==> src/rtl/spi_controller.sv <==
// Memory-mapped SPI master (mode 0, 8-bit frames) for the yarvi SPI window.
// DATA register shifts a byte out/in; CTRL/STATUS sets divider, chip select and reports flags.
module spi_controller #(
    parameter logic [7:0] DIV_RESET = 8'd3
) (
    input  logic        clk,
    input  logic        reset_n,
    input  logic        rw,
    input  logic        writeenable,
    input  logic [31:0] writedata,
    input  logic        readenable,
    output logic [31:0] readdata,
    output logic        sclk,
    output logic        mosi,
    input  logic        miso,
    output logic        cs_n
);

    typedef enum logic [2:0] {
        ST_IDLE  = 3'd0,
        ST_SETUP = 3'd1,
        ST_HIGH  = 3'd2,
        ST_LOW   = 3'd3,
        ST_DONE  = 3'd4
    } state_t;

    state_t      state_q, state_d;
    logic [7:0]  div_q, div_d;
    logic [7:0]  cur_div_q, cur_div_d;
    logic [7:0]  hcnt_q, hcnt_d;
    logic [2:0]  bitcnt_q, bitcnt_d;
    logic [7:0]  shift_q, shift_d;
    logic [7:0]  rx_byte_q, rx_byte_d;
    logic        rx_valid_q, rx_valid_d;
    logic        overrun_q, overrun_d;
    logic        sclk_q, sclk_d;
    logic        mosi_q, mosi_d;
    logic        cs_n_q, cs_n_d;
    logic [31:0] rdata_q, rdata_d;

    logic data_wr_s, ctrl_wr_s, data_rd_s, stat_rd_s, busy_s, half_end_s;

    assign data_wr_s  = writeenable & ~rw;
    assign ctrl_wr_s  = writeenable & rw;
    assign data_rd_s  = readenable & ~rw;
    assign stat_rd_s  = readenable & rw;
    assign busy_s     = (state_q != ST_IDLE);
    // The divider is latched per half-period so a CTRL write never strands the counter.
    assign half_end_s = (hcnt_q == cur_div_q);

    assign readdata = rdata_q;
    assign sclk     = sclk_q;
    assign mosi     = mosi_q;
    assign cs_n     = cs_n_q;

    // Next-state logic for the transfer FSM, register file and read bus.
    always_comb begin
        state_d    = state_q;
        div_d      = div_q;
        cur_div_d  = cur_div_q;
        hcnt_d     = hcnt_q;
        bitcnt_d   = bitcnt_q;
        shift_d    = shift_q;
        rx_byte_d  = rx_byte_q;
        rx_valid_d = rx_valid_q;
        overrun_d  = overrun_q;
        sclk_d     = sclk_q;
        mosi_d     = mosi_q;
        cs_n_d     = cs_n_q;
        rdata_d    = 32'h0000_0000;

        if (stat_rd_s) begin
            rdata_d = {16'h0000, div_q, 5'b00000, overrun_q, rx_valid_q, busy_s};
        end else if (data_rd_s) begin
            rdata_d = {24'h00_0000, rx_byte_q};
        end else begin
            rdata_d = 32'h0000_0000;
        end

        if (ctrl_wr_s) begin
            div_d  = writedata[7:0];
            cs_n_d = ~writedata[8];
        end else begin
            div_d  = div_q;
            cs_n_d = cs_n_q;
        end

        if (data_wr_s && busy_s) begin
            overrun_d = 1'b1;
        end else if (stat_rd_s) begin
            overrun_d = 1'b0;
        end else begin
            overrun_d = overrun_q;
        end

        if (state_q == ST_DONE) begin
            rx_valid_d = 1'b1;
        end else if (data_rd_s) begin
            rx_valid_d = 1'b0;
        end else begin
            rx_valid_d = rx_valid_q;
        end

        case (state_q)
            ST_IDLE: begin
                sclk_d = 1'b0;
                if (data_wr_s) begin
                    shift_d   = writedata[7:0];
                    mosi_d    = writedata[7];
                    bitcnt_d  = 3'd0;
                    hcnt_d    = 8'd0;
                    cur_div_d = div_q;
                    state_d   = ST_SETUP;
                end else begin
                    state_d = ST_IDLE;
                end
            end
            ST_SETUP, ST_LOW: begin
                if (half_end_s) begin
                    sclk_d    = 1'b1;
                    shift_d   = {shift_q[6:0], miso};
                    hcnt_d    = 8'd0;
                    cur_div_d = div_q;
                    state_d   = ST_HIGH;
                end else begin
                    hcnt_d = hcnt_q + 8'd1;
                end
            end
            ST_HIGH: begin
                if (half_end_s) begin
                    sclk_d    = 1'b0;
                    hcnt_d    = 8'd0;
                    cur_div_d = div_q;
                    if (bitcnt_q == 3'd7) begin
                        state_d = ST_DONE;
                    end else begin
                        // shift_q[7] already holds the next bit after the sampling shift.
                        bitcnt_d = bitcnt_q + 3'd1;
                        mosi_d   = shift_q[7];
                        state_d  = ST_LOW;
                    end
                end else begin
                    hcnt_d = hcnt_q + 8'd1;
                end
            end
            ST_DONE: begin
                rx_byte_d = shift_q;
                state_d   = ST_IDLE;
            end
            default: begin
                sclk_d  = 1'b0;
                state_d = ST_IDLE;
            end
        endcase
    end

    // State and output registers with synchronous active-low reset.
    always_ff @(posedge clk) begin
        if (!reset_n) begin
            state_q    <= ST_IDLE;
            div_q      <= DIV_RESET;
            cur_div_q  <= DIV_RESET;
            hcnt_q     <= 8'd0;
            bitcnt_q   <= 3'd0;
            shift_q    <= 8'd0;
            rx_byte_q  <= 8'd0;
            rx_valid_q <= 1'b0;
            overrun_q  <= 1'b0;
            sclk_q     <= 1'b0;
            mosi_q     <= 1'b0;
            cs_n_q     <= 1'b1;
            rdata_q    <= 32'h0000_0000;
        end else begin
            state_q    <= state_d;
            div_q      <= div_d;
            cur_div_q  <= cur_div_d;
            hcnt_q     <= hcnt_d;
            bitcnt_q   <= bitcnt_d;
            shift_q    <= shift_d;
            rx_byte_q  <= rx_byte_d;
            rx_valid_q <= rx_valid_d;
            overrun_q  <= overrun_d;
            sclk_q     <= sclk_d;
            mosi_q     <= mosi_d;
            cs_n_q     <= cs_n_d;
            rdata_q    <= rdata_d;
        end
    end

endmodule

==> config.mk <==
export PLATFORM = sky130hd
export DESIGN_NAME = spi_controller
export DESIGN_NICKNAME = d
export VERILOG_FILES = /design/src/rtl/spi_controller.sv
export SDC_FILE = /design/constraint.sdc
export NUM_CORES = 1
export LEC_CHECK = 0
export BUFFER_PORTS_ARGS = -buffer_cell sky130_fd_sc_hd__buf_2
export CORE_MARGIN = 2
export CORE_UTILIZATION = 50
export CTS_BUF_LIST = sky130_fd_sc_hd__clkbuf_4
export DETAILED_ROUTE_END_ITERATION = 16
export GPL_ROUTABILITY_DRIVEN = 0
export PLACE_DENSITY = 0.77
export SETUP_SLACK_MARGIN = 0.15
export SKIP_LAST_GASP = 1
export SYNTH_ARGS = -nofsm -noshare
export SYNTH_HDL_FRONTEND = slang
export SYNTH_SLANG_ARGS = --single-unit
export TNS_END_PERCENT = 100
==> constraint.sdc <==
create_clock -name clk -period 2.6 [get_ports clk]
set_input_delay 0 -clock clk [delete_from_list [all_inputs] [get_ports clk]]
set_output_delay 0 -clock clk [all_outputs]
set_load 0.02 [all_outputs]
# After elaboration in Yosys (flattened, before gate mapping)
# Cells that the tools add are included.
# word_totals
reg_bits	83
input_bits	38
wordCells	86
# classes
addsub	2
n_eq_ne	11
n_mux	31
bitwise	9
n_reduce_logical	18
# ops
op	count
$mux 8	7
$pmux 8 s2	3
$mux 3	6
$mux 16	1
$mux 1	10
$reduce_bool 2->1	5
$pmux 3 s3	1
$reduce_and 3->1	3
$add 8x1->8 const B	1
$eq 8x8->1	1
$ne 2x2->1 const B	4
$eq 3x2->1 const B	2
$eq 3x3->1 const B	2
$pmux 3 s2	1
$reduce_or 3->1	2
$not 1->1	5
$and 1x1->1	4
$reduce_and 2->1	2
$reduce_and 4->1	1
$reduce_or 2->1	2
$add 3x1->3 const B	1
$eq 3x1->1 const B	1
$logic_not 3->1	1
$pmux 1 s3	1
4 further kinds	4

# Longest topological paths before layout
# Gate-level depths: netlist of run 1.
# depth
depth_word	4
ltp_mapped	7
ltp_nobuf	7

# Worst setup path before layout of run 1
# OpenSTA, ideal clock, no wires.
# synth_timing
kind	register to register
start	reg bitcnt_q[0]
end	reg bitcnt_q[0]
setup_time_ps	121
t_arrival_ps	1420
required_ps	2479
slack_ps	1060
stages_incl_launch_ff	8
n_path_buf	0
synth_period_minus_slack_ps	1540
path_cell_list	dfxtp_1 ha_1 ha_1 nor2b_1 o21ai_0 nand2_1 o21ai_0 mux2_2
# synth_between
elab_chain_len	4
# synth_rtl
item	line_no	text
start, declared	31	logic [2:0] bitcnt_q, bitcnt_d;
start signal, assigned	178	bitcnt_q <= bitcnt_d;
$add 3x1->3	138	bitcnt_d = bitcnt_q + 3'd1;
$mux 3	134	if (bitcnt_q == 3'd7) begin
$mux 3	130	if (half_end_s) begin
$pmux 3 s2	104	case (state_q)
# Parallel ways exist; a longest one is shown, timed or not. The select of a mux whose other input is x is not followed.
# A chain may end at the register's enable or synchronous reset.

# Worst setup path after layout of run 1
# layout_timing
start	reg hcnt_q[3]
end	reg shift_q[3]
# layout_between
elab_chain_len	3
# layout_rtl
item	line_no	text
start, declared	30	logic [7:0] hcnt_q, hcnt_d;
start signal, assigned	177	hcnt_q <= hcnt_d;
$eq 8x8->1	49	assign half_end_s = (hcnt_q == cur_div_q);
$ne 2x2->1 (no source line)	n/a	
$reduce_and 3->1 (no source line)	n/a	
end signal, assigned	179	shift_q <= shift_d;
end, declared	32	logic [7:0] shift_q, shift_d;
# Every way passes these cells.

==> results.py, run 1 <==
metrics = {
    "finish": {
        "final_cell_mix": "dfxtp_1 (67), nand2_1 (45), buf_2 (33)",
        "final_common_cell": "dfxtp_1",
        "design_area_um2": 3390,
        "layout.nets": 405,
        "synthToLayoutAreaGrowth_pct": 14.2,
        "antenna_cells": 0,
        "drive_gt1_share_pct": 18.2,
    },
    "critical_path": {
        "path_class": "flip-flop to flip-flop",
        "cpMaxStageDelayCell": "nor3_4",
        "critPathLaunchType": "flip-flop",
        "crit_path_cell_trace": "xnor2_2, nand4_2, nor3_4, o21ai_0, o311a_1",
        "critical_path.max_stage_delay_ns": 0.58,
        "required_ns": 2.90,
        "cp-end-kind": "flip-flop",
        "crit_fanout": 17,
        "cp.arrival_ns": 2.19,
    },
    "global_routing": {
        "gr-total-overflow": 0,
        "grt_max_degree": 33,
        "met1_usage_pct": 23.6,
        "grt_usage_pct": 19.7,
        "grt-busiest-layer": "met2",
        "grt_pass1_vias": 2072,
        "antenna_found_initial": 0,
        "grt_pass1_wl_um": 9810,
        "grtUsageMet3_pct": 4.56,
        "use_met2_pct": 32.4,
    },
    "floorplanning": {
        "initial_utilization_pct": 51.0,
        "chipWidth_um": 81.0,
        "num_rows": 28,
        "die_area_um2": 6570,
        "core_area_um2": 5820,
        "io_pins": 73,
        "die_h_um": 81.0,
    },
    "place": {
        "place_worst_setup_slack_ns": 0.728,
        "placed_cell_area_um2": 3060,
        "place_hpwl_um": 4050,
        "portBuffers": 33,
    },
    "logic_synthesis": {
        "ys_warn_count": 0,
        "synth_area_per_cell_um2": 9.27,
        "ys_types": 52,
        "ys_seq_area_share_pct": 45.2,
        "synth-edff-count": 0,
        "ys.flop_type": "dfxtp_1",
        "syn_area_um2": 2970,
        "synth.top_cells.by_area": "dfxtp_1 (45%), nand2_1 (5.7%), buf_4 (4.6%)",
        "async_flop_share_pct": 0,
        "yosysTopAreaCellShare_pct": 45.2,
        "synth_cells": 320,
        "ys_ff_latch": 67,
        "netlist.top_cell.by_area": "dfxtp_1",
    },
    "job": {
        "maxCapViolCount": 0,
    },
    "clocking": {
        "clkSinkCount": 67,
        "clockBufferDepth": 2,
        "numCtsBuffers": 9,
        "root_buffer": "clkbuf_4",
        "cts_tree": "built",
        "cts-htree-levels": 3,
        "hold_buffers": 17,
        "clkLatencyLatePin_ns": 0.41,
        "clkSlewWorstSetupHoldPaths_ns": 0.10,
        "cts_resized": 0,
        "post-cts-setup-buffer-count": 0,
    },
    "sta": {
        "fin_setup_tns_ns": 0,
        "timing.final.ws_setup_ns": 0.714,
        "finClkSkew_ns": 0.00878,
        "finalCriticalPeriod_ns": 1.89,
        "timing.final.setup_violations": 0,
        "fin_hold_ws_ns": 0.127,
        "fin_crit_sh_pct": 72.5,
        "worst_pin_slew_ns": 0.771,
        "maxSlewViolCount": 0,
        "fmax_mhz": 530,
        "hold_viol": 0,
        "max_slew_margin_pct": 48.2,
        "grt_setup_unrepaired": "false",
    },
    "drt": {
        "via_per_inst": 5.32,
        "finalWirelength_um": 6160,
        "drt-initial-drc-count": 185,
        "drt_pass1_iterations": 4,
        "ant_nets": 0,
        "num_vias": 2360,
        "route.detailed.drc": 0,
        "avgRoutedWirePerCell_um": 13.9,
    },
    "pwr": {
        "ir_drop_mv": 0.287,
        "p_per_area_nw_per_um2": 622,
        "p_leak_uw": 0.00141,
    },
    "outcome": {
        "status": "finished, final reports clean",
    },
    "hold_path": {
        "worstHoldPathType": "primary input to flip-flop",
    },
}
kinds of logic after synthesis:
| kind of cell | share of synthesized area, % |
|---|---|
| simple gates | 21.7 |
| compound gates | 16.2 |
| flops | 45.2 |
| buf+inv | 8.64 |
| xor+xnor | 3.46 |
| mux | 3.41 |
| fa+ha+maj | 1.26 |
| other cells | 0.126 |
Yosys cell counts, types with 4 or more instances:
master and instances:
xnor2_1 6, nand3_1 21, and2_1 14, inv_1 5
mux2i_1 9, nor3_1 5, a31oi_1 5, dfxtp_1 67
o21ai_0 19, a22o_1 4, buf_4 18, o311a_1 8
buf_6 5, clkbuf_1 7, a21oi_1 23, nand2_1 45
nor2_1 8
worst max-delay path, delay by kind of cell (launching register included):
family	cells	cell delay (ns)
AO/OA/AOI/OAI	2	0.32
AND/OR/NAND/NOR	2	0.81
XOR/XNOR	1	0.17
flip-flops	1	0.49
flip-flops by register name (all words and copies together), names as in the netlist:
name	cells
cs_n	1
sclk	1
readdata	16
hcnt_q	8
bitcnt_q	3
overrun_q	1
rx_byte_q	8
shift_q	8
div_q	8
mosi	1
rx_valid_q	1
state_q	3
cur_div_q	8
area by class of cell:
type / instances / area (um2)
Clock buffer: 11 / 82.6
Clock inverter: 5 / 77.6
Fill cell: 513 / 2420
Inverter: 5 / 18.8
Multi-Input combinational cell: 229 / 1430
Sequential cell: 67 / 1340
Tap cell: 75 / 93.8
Timing Repair Buffer: 52 / 350
final timing paths:
kind,from,slack [ns],depth (start not counted),end
min,writeenable,0.13,4,div_q[7]
min reg2reg,rx_byte_q[7],0.46,2,rx_byte_q[7]
max,hcnt_q[3],0.71,5,shift_q[3]
max reg2reg,hcnt_q[3],0.71,5,shift_q[3]
power breakdown:
part           switching (uW)  internal (uW)  total (uW)
clock network             365            409         773
registers                27.0           1060        1080
logic                     155           97.2         253
total                     547           1560        2110
per-layer routing:
metal	routed length, um	share of wire (%)
met5	0	0
met4	173	2.8
met3	328	5.3
met2	2950	48
met1	2700	44
metrics by stage:
step / instances / utilization (%) / power, uW
floorplan: 335 / - / 1310
detailed placement: 411 / 52.6 / 1340
global placement: 411 / 52.6 / 1330
finish: 444 / 58.3 / 2110
CTS: 444 / 58.3 / 2120
global route: 444 / 58.3 / 2190
Note: power is estimated with default switching activity, not from simulation.
==> inputs of run 2 (changes only) <==
Settings changed: ABC_AREA set to 1, PLACE_DENSITY 0.77 to 0.76.
Clock period 2.6 ns to 1.93 ns, I/O delays scaled along.
==> run 2 against run 1 <==
The flow now finishes with violations (negative hold slack). Sequential power increased by 73%. Synthesized area increased by 1.0%. Non-clock buffer count decreased by 1. Largest cell class is now sequential cells. Sequential cell count unchanged. Wire length decreased by 3.7%. First-iteration DRC count decreased by 17%. Clock-buffer cell count decreased by 1. Die area increased by 0.95%. Setup slack got worse by 0.44 ns.
==> results.py, run 2 <==
metrics = {
    "sta": {
        "maxSlewViolCount": 0,
        "fin_hold_ws_ns": -0.0339,
        "fin_crit_sh_pct": 85.9,
        "fmax_mhz": 603,
        "finClkSkew_ns": 0.0109,
        "hold_viol": 1,
        "timing.final.setup_violations": 0,
        "grt_setup_unrepaired": "false",
        "fin_setup_tns_ns": 0,
        "finalCriticalPeriod_ns": 1.66,
        "max_slew_margin_pct": 66.6,
        "worst_pin_slew_ns": 0.499,
    },
    "clocking": {
        "root_buffer": "clkbuf_4",
        "cts_tree": "built",
        "clkSinkCount": 67,
        "clkSlewWorstSetupHoldPaths_ns": 0.11,
        "post-cts-setup-buffer-count": 0,
        "numCtsBuffers": 9,
        "cts-htree-levels": 3,
        "clockBufferDepth": 2,
        "clkLatencyLatePin_ns": 0.42,
        "cts_resized": 0,
    },
    "finish": {
        "antenna_cells": 0,
        "layout.nets": 491,
        "synthToLayoutAreaGrowth_pct": 12.4,
        "drive_gt1_share_pct": 17.1,
        "largest_reg_flops": 16,
        "post-route-util_pct": 57.6,
        "final_cell_mix": "nand2_1 (86), dfxtp_1 (67), nor2_1 (47)",
        "final_common_cell": "nand2_1",
    },
    "logic_synthesis": {
        "ys_types": 29,
        "synth_area_per_cell_um2": 7.40,
        "ys.flop_type": "dfxtp_1",
        "synth_xor_area_share_pct": 1.75,
        "ys_ff_latch": 67,
        "synth.top_cells.by_area": "dfxtp_1 (45%), nand2_1 (11%), a21oi_1 (6.0%)",
        "async_flop_share_pct": 0,
        "synthMuxAreaShare_pct": 0,
        "synth_top_family_by_area": "simple AND/OR/NAND/NOR gates",
        "synth_cells": 405,
        "synthAdderAreaFrac_pct": 1.25,
        "syn_area_um2": 3000,
        "yosysMostFrequentCell": "nand2_1",
        "ys_seq_area_share_pct": 44.7,
        "synth_common_cells": "nand2_1 (86), dfxtp_1 (67), nor2_1 (47), inv_1 (45), a21oi_1 (36)",
        "synth-compound-area-share_pct": 12.9,
        "ys_warn_count": 0,
        "synthSimpleGateAreaFrac_pct": 25.4,
        "netlist.top_cell.by_area": "dfxtp_1",
        "yosysTopAreaCellShare_pct": 44.7,
        "synth-edff-count": 0,
    },
    "floorplanning": {
        "io_pins": 73,
        "core_area_um2": 5850,
        "initial_utilization_pct": 51.2,
        "chipWidth_um": 81.4,
        "die_h_um": 81.4,
        "num_rows": 28,
        "die_area_um2": 6630,
    },
    "hold_path": {
        "worstHoldPathType": "primary input to flip-flop",
        "worstHoldStart": "writeenable",
    },
    "place": {
        "portBuffers": 33,
        "place_hpwl_um": 4050,
    },
    "drt": {
        "drt_pass1_iterations": 4,
        "finalWirelength_um": 5930,
        "num_vias": 2548,
        "via_per_inst": 4.81,
        "avgRoutedWirePerCell_um": 11.2,
        "route.detailed.drc": 0,
        "drt-initial-drc-count": 153,
        "ant_nets": 0,
    },
    "pwr": {
        "p_switching_uw": 1910,
        "sequentialPowerShare_pct": 41.3,
        "ir_drop_mv": 0.732,
        "p_clk_share_pct": 17.8,
        "power_uw": 4530,
        "p_comb_share_pct": 40.9,
        "p_leak_uw": 0.00157,
        "sw_frac_of_total_pct": 42.2,
        "p_int_uw": 2620,
        "p_per_area_nw_per_um2": 1340,
    },
    "global_routing": {
        "gr-total-overflow": 0,
        "grt_max_degree": 44,
        "antenna_found_initial": 0,
        "grt_pass1_wl_um": 9950,
        "grt_usage_pct": 19.6,
        "grt_pass1_vias": 2278,
    },
    "critical_path": {
        "path_class": "flip-flop to flip-flop",
        "critical_path.max_stage_delay_ns": 0.47,
        "cp-end-kind": "flip-flop",
        "r2r-end": "hcnt_q[7]",
        "r2r_setup_slack_ns": 0.27,
        "crit_path_cell_trace": "nor2_2, inv_2, nor2_1, nor2_2, buf_4, nand2_2, nand2_2, nor2_1",
        "critPathLaunchType": "flip-flop",
        "cpMaxStageDelayCell": "dfxtp_1",
        "required_ns": 2.25,
        "cp-endpoint": "hcnt_q[7]",
        "crit_fanout": 15,
        "reg2reg_from": "state_q[1]",
        "cp.arrival_ns": 1.98,
        "ff2ff_path_depth": 8,
        "crit_start": "state_q[1]",
    },
    "outcome": {
        "status": "complete, but fails checks",
        "violations": "negative hold slack",
    },
    "job": {
        "maxCapViolCount": 0,
    },
}
-- run 2: cell types whose count changed in the layout (fill, tap and decap cells not counted), moves of 8 or more --
cell     previous run  this run
o311a_1             8         0
inv_1               5        45
and2_1             14         0
nand2_1            45        86
mux2i_1             9         0
nand3_1            21        30
nor2_1              8        47
a21oi_1            23        36
-- run 2: cell families after synthesis --
kind of cell	Yosys count
other	1
AND/OR/NAND/NOR	178
AO/OA/AOI/OAI	68
buffers and inverters	82
XOR/XNOR	6
adder cells (fa/ha/maj)	3
flip-flops	67
-- run 2: area by class of cell --
cell class	count	area, um2
clock inverters	6	42.5
multi-input cells	271	1300
flip-flops and latches	67	1340
inverters	50	188
well taps	75	93.8
clock buffers	10	75.1
repair buffers	51	333
fillers	545	2480
-- run 2: worst min-delay path by stage --
stage | end | cells past startpoint
3_3_place_gp | cs_n | 2
4_1_cts | cur_div_q[0] | 3
3_5_place_dp | cs_n | 2
5_1_grt | overrun_q | 5
2_1_floorplan | cs_n | 1
6_report | overrun_q | 5
-- run 2: power by group through the flow --
stage / clock (uW) / sequential, uW / combinational, uW
final: 807 / 1870 / 1850
after global routing: 872 / 1900 / 2120
after CTS: 818 / 1870 / 1850
after detailed placement: 0 / 1900 / 1820
after global placement: 0 / 1890 / 1780
after floorplan: 0 / 1870 / 1640
-- run 2: what timing repair did --
action	in CTS	in global routing
endpoints found under the setup margin	0	1
hold buffers	14	0
endpoints found under the hold margin	13	0
-- run 2: layer usage --
layer | track usage [%] | vias to the layer above | routed length, um
met5 | 0 | - | 0
met4 | 8.47 | 0 | 145
met3 | 5.05 | 15 | 188
met2 | 32.8 | 39 | 2920
met1 | 23.9 | 1167 | 2680
li1 | - | 1327 | -
-- run 2: worst max-delay path, delay by kind of cell, from the launching register on --
kind / cells / cell delay [ns]
buffers and inverters: 2 / 0.38
flip-flops: 1 / 0.47
AND/OR/NAND/NOR: 6 / 0.70
-- run 2: through the flow --
step / setup slack, ns / std cells / cell area (um2) / hold slack, ns
2_1_floorplan: 0.548 / 420 / 3050 / 0.116
3_3_place_gp: 0.362 / 501 / 3120 / 0.196
3_5_place_dp: 0.312 / 501 / 3120 / 0.209
4_1_cts: 0.307 / 531 / 3380 / 0.0933
5_1_grt: 0.182 / 530 / 3370 / 0.0278
6_report: 0.272 / 530 / 3370 / -0.0339
==> inputs of run 3 (changes only) <==
Settings changed: SLEW_MARGIN set to 20.
Clock period 1.93 ns to 1.6 ns, I/O delays scaled along.
==> run 3 against run 2 <==
The flow now finishes without violations. Critical path depth rose by 1. Die area stayed put. Register-to-register slack got worse by 0.12 ns. Global-route usage is 0.91 points higher. Sequential power grew 24%. Cell area rose by 9.4%. Power rose by 42%. Setup slack worse by 0.12 ns. Sequential cell count unchanged. Critical endpoint is now sclk.
==> results.py, run 3 (synthesis gave the netlist of run 2 again) <==
metrics = {
    "sta": {
        "finalCriticalPeriod_ns": 1.45,
        "finClkSkew_ns": 0.0133,
        "maxSlewViolCount": 0,
        "hold_viol": 0,
        "worst_pin_slew_ns": 0.552,
        "timing.final.setup_violations": 0,
        "grt_setup_unrepaired": "true",
        "max_slew_margin_pct": 63.1,
        "fin_crit_sh_pct": 90.7,
        "fmax_mhz": 689,
        "fin_setup_tns_ns": 0,
    },
    "floorplanning": {
        "chipWidth_um": 81.4,
        "io_pins": 73,
        "die_h_um": 81.4,
        "die_area_um2": 6630,
        "initial_utilization_pct": 51.2,
        "core_area_um2": 5850,
        "num_rows": 28,
    },
    "pwr": {
        "p_leak_uw": 0.00168,
        "ir_drop_mv": 0.897,
        "p_comb_share_pct": 46.7,
        "sw_frac_of_total_pct": 40.7,
        "p_clk_share_pct": 17.2,
        "sequentialPowerShare_pct": 36.1,
        "p_switching_uw": 2610,
        "p_int_uw": 3810,
        "p_per_area_nw_per_um2": 1740,
    },
    "global_routing": {
        "gr-total-overflow": 0,
        "grt_max_degree": 25,
        "grt-busiest-layer": "met2",
        "use_met2_pct": 33.4,
        "met1_usage_pct": 25.9,
        "grtUsageMet3_pct": 3.96,
        "grt_usage_pct": 20.5,
        "antenna_found_initial": 0,
        "grt_pass1_vias": 2293,
        "grt_pass1_wl_um": 10400,
    },
    "critical_path": {
        "critPathLaunchType": "flip-flop",
        "cpMaxStageDelayCell": "dfxtp_2",
        "crit_fanout": 13,
        "required_ns": 1.93,
        "cp.arrival_ns": 1.78,
        "critical_path.max_stage_delay_ns": 0.36,
        "path_class": "flip-flop to flip-flop",
        "crit_buf_inv": 1,
        "cp_common_cell": "nand2_1",
        "crit_path_cell_trace": "xnor2_1, nand2_1, nor2_2, nand2_2, nand2_4, buf_12, nand2_1, nand3_1, nand2_1",
        "crit_family": "simple AND/OR/NAND/NOR gates",
        "cp-end-kind": "flip-flop",
    },
    "finish": {
        "antenna_cells": 0,
        "final_cell_mix": "nand2_1 (86), dfxtp_1 (53), nor2_1 (44)",
        "drive_gt1_share_pct": 25.4,
        "fill_cells": 509,
        "layout.cells.non_filler": 544,
        "design_area_um2": 3680,
        "final_common_cell": "nand2_1",
        "layout.nets": 505,
        "largest_reg_flops": 16,
        "multi_input_area_um2": 1390,
        "synthToLayoutAreaGrowth_pct": 22.9,
        "regArea_um2": 1370,
    },
    "job": {
        "maxCapViolCount": 0,
    },
    "place": {
        "portBuffers": 33,
        "placed_cell_area_um2": 3170,
        "place_hpwl_um": 4310,
        "dp.cells": 506,
    },
    "clocking": {
        "numCtsBuffers": 9,
        "cts_tree": "built",
        "cts-htree-levels": 3,
        "clockBufferDepth": 2,
        "root_buffer": "clkbuf_4",
        "clkLatencyLatePin_ns": 0.42,
        "clkSinkCount": 67,
        "clkSlewWorstSetupHoldPaths_ns": 0.12,
    },
    "drt": {
        "route.detailed.drc": 0,
        "drt_pass1_iterations": 5,
        "finalWirelength_um": 6700,
        "ant_nets": 0,
        "num_vias": 2656,
        "via_per_inst": 4.88,
        "drt-initial-drc-count": 158,
        "avgRoutedWirePerCell_um": 12.3,
    },
    "hold_path": {
        "worstHoldPathType": "primary input to flip-flop",
    },
    "outcome": {
        "status": "finished, final reports clean",
    },
}
[run 3: repair_timing]
| item | CTS | global route |
|---|---|---|
| hold buffers | 15 | 0 |
| pin swaps | 2 | 9 |
| resized for setup | 9 | 39 |
| setup endpoints to repair | 27 | 32 |
| buffers inserted | 2 | 4 |
| gates cloned | 0 | 1 |
| hold endpoints to repair | 24 | 0 |
[run 3: cell type report]
type	instances	area share, %
multi-input cells	271	37.7
flip-flops and latches	67	37.1
repair buffers	65	13.8
inverters	50	5.16
well taps	75	2.55
clock inverters	7	1.87
clock buffers	9	1.83
[run 3: power by group through the flow]
stage | Sequential [uW] | Clock (uW) | Combinational (uW)
detailed placement | 2290 | 0 | 2350
CTS | 2260 | 1120 | 2500
global route | 2350 | 1190 | 3300
finish | 2320 | 1100 | 3000
global placement | 2270 | 0 | 2270
floorplan | 2250 | 0 | 1980
[run 3: final timing paths]
kind | from | endpoint | slack, ns | depth (start not counted)
worst max-delay path | hcnt_q[3] | sclk | 0.15 | 9
worst min-delay path | writedata[8] | cs_n | 0.30 | 3
worst max register to register | hcnt_q[3] | sclk | 0.15 | 9
worst min register to register | rx_byte_q[7] | readdata[7] | 0.44 | 2
[run 3: through the flow]
stage                     setup WS (ns)  utilization (%)  hold slack (ns)  total power, uW
after floorplan                   0.218                -            0.116             4240
after global placement           0.0904             54.2            0.196             4550
after detailed placement         0.0242             54.2            0.202             4640
after CTS                         0.140             59.8            0.294             5870
after global routing             0.0238             63.0            0.353             6840
final                             0.148             63.0            0.298             6420
[run 3: layer usage]
metal / share of wire (%) / wire length, um
met1: 43 / 2870
met2: 51 / 3400
met3: 4.1 / 276
met4: 2.3 / 153
met5: 0 / 0
[run 3: tightest hold or removal path, stage by stage]
cell	delay, ns
dlygate4sd3_1	0.52
buf_2	0.09
o21ai_0	0.06
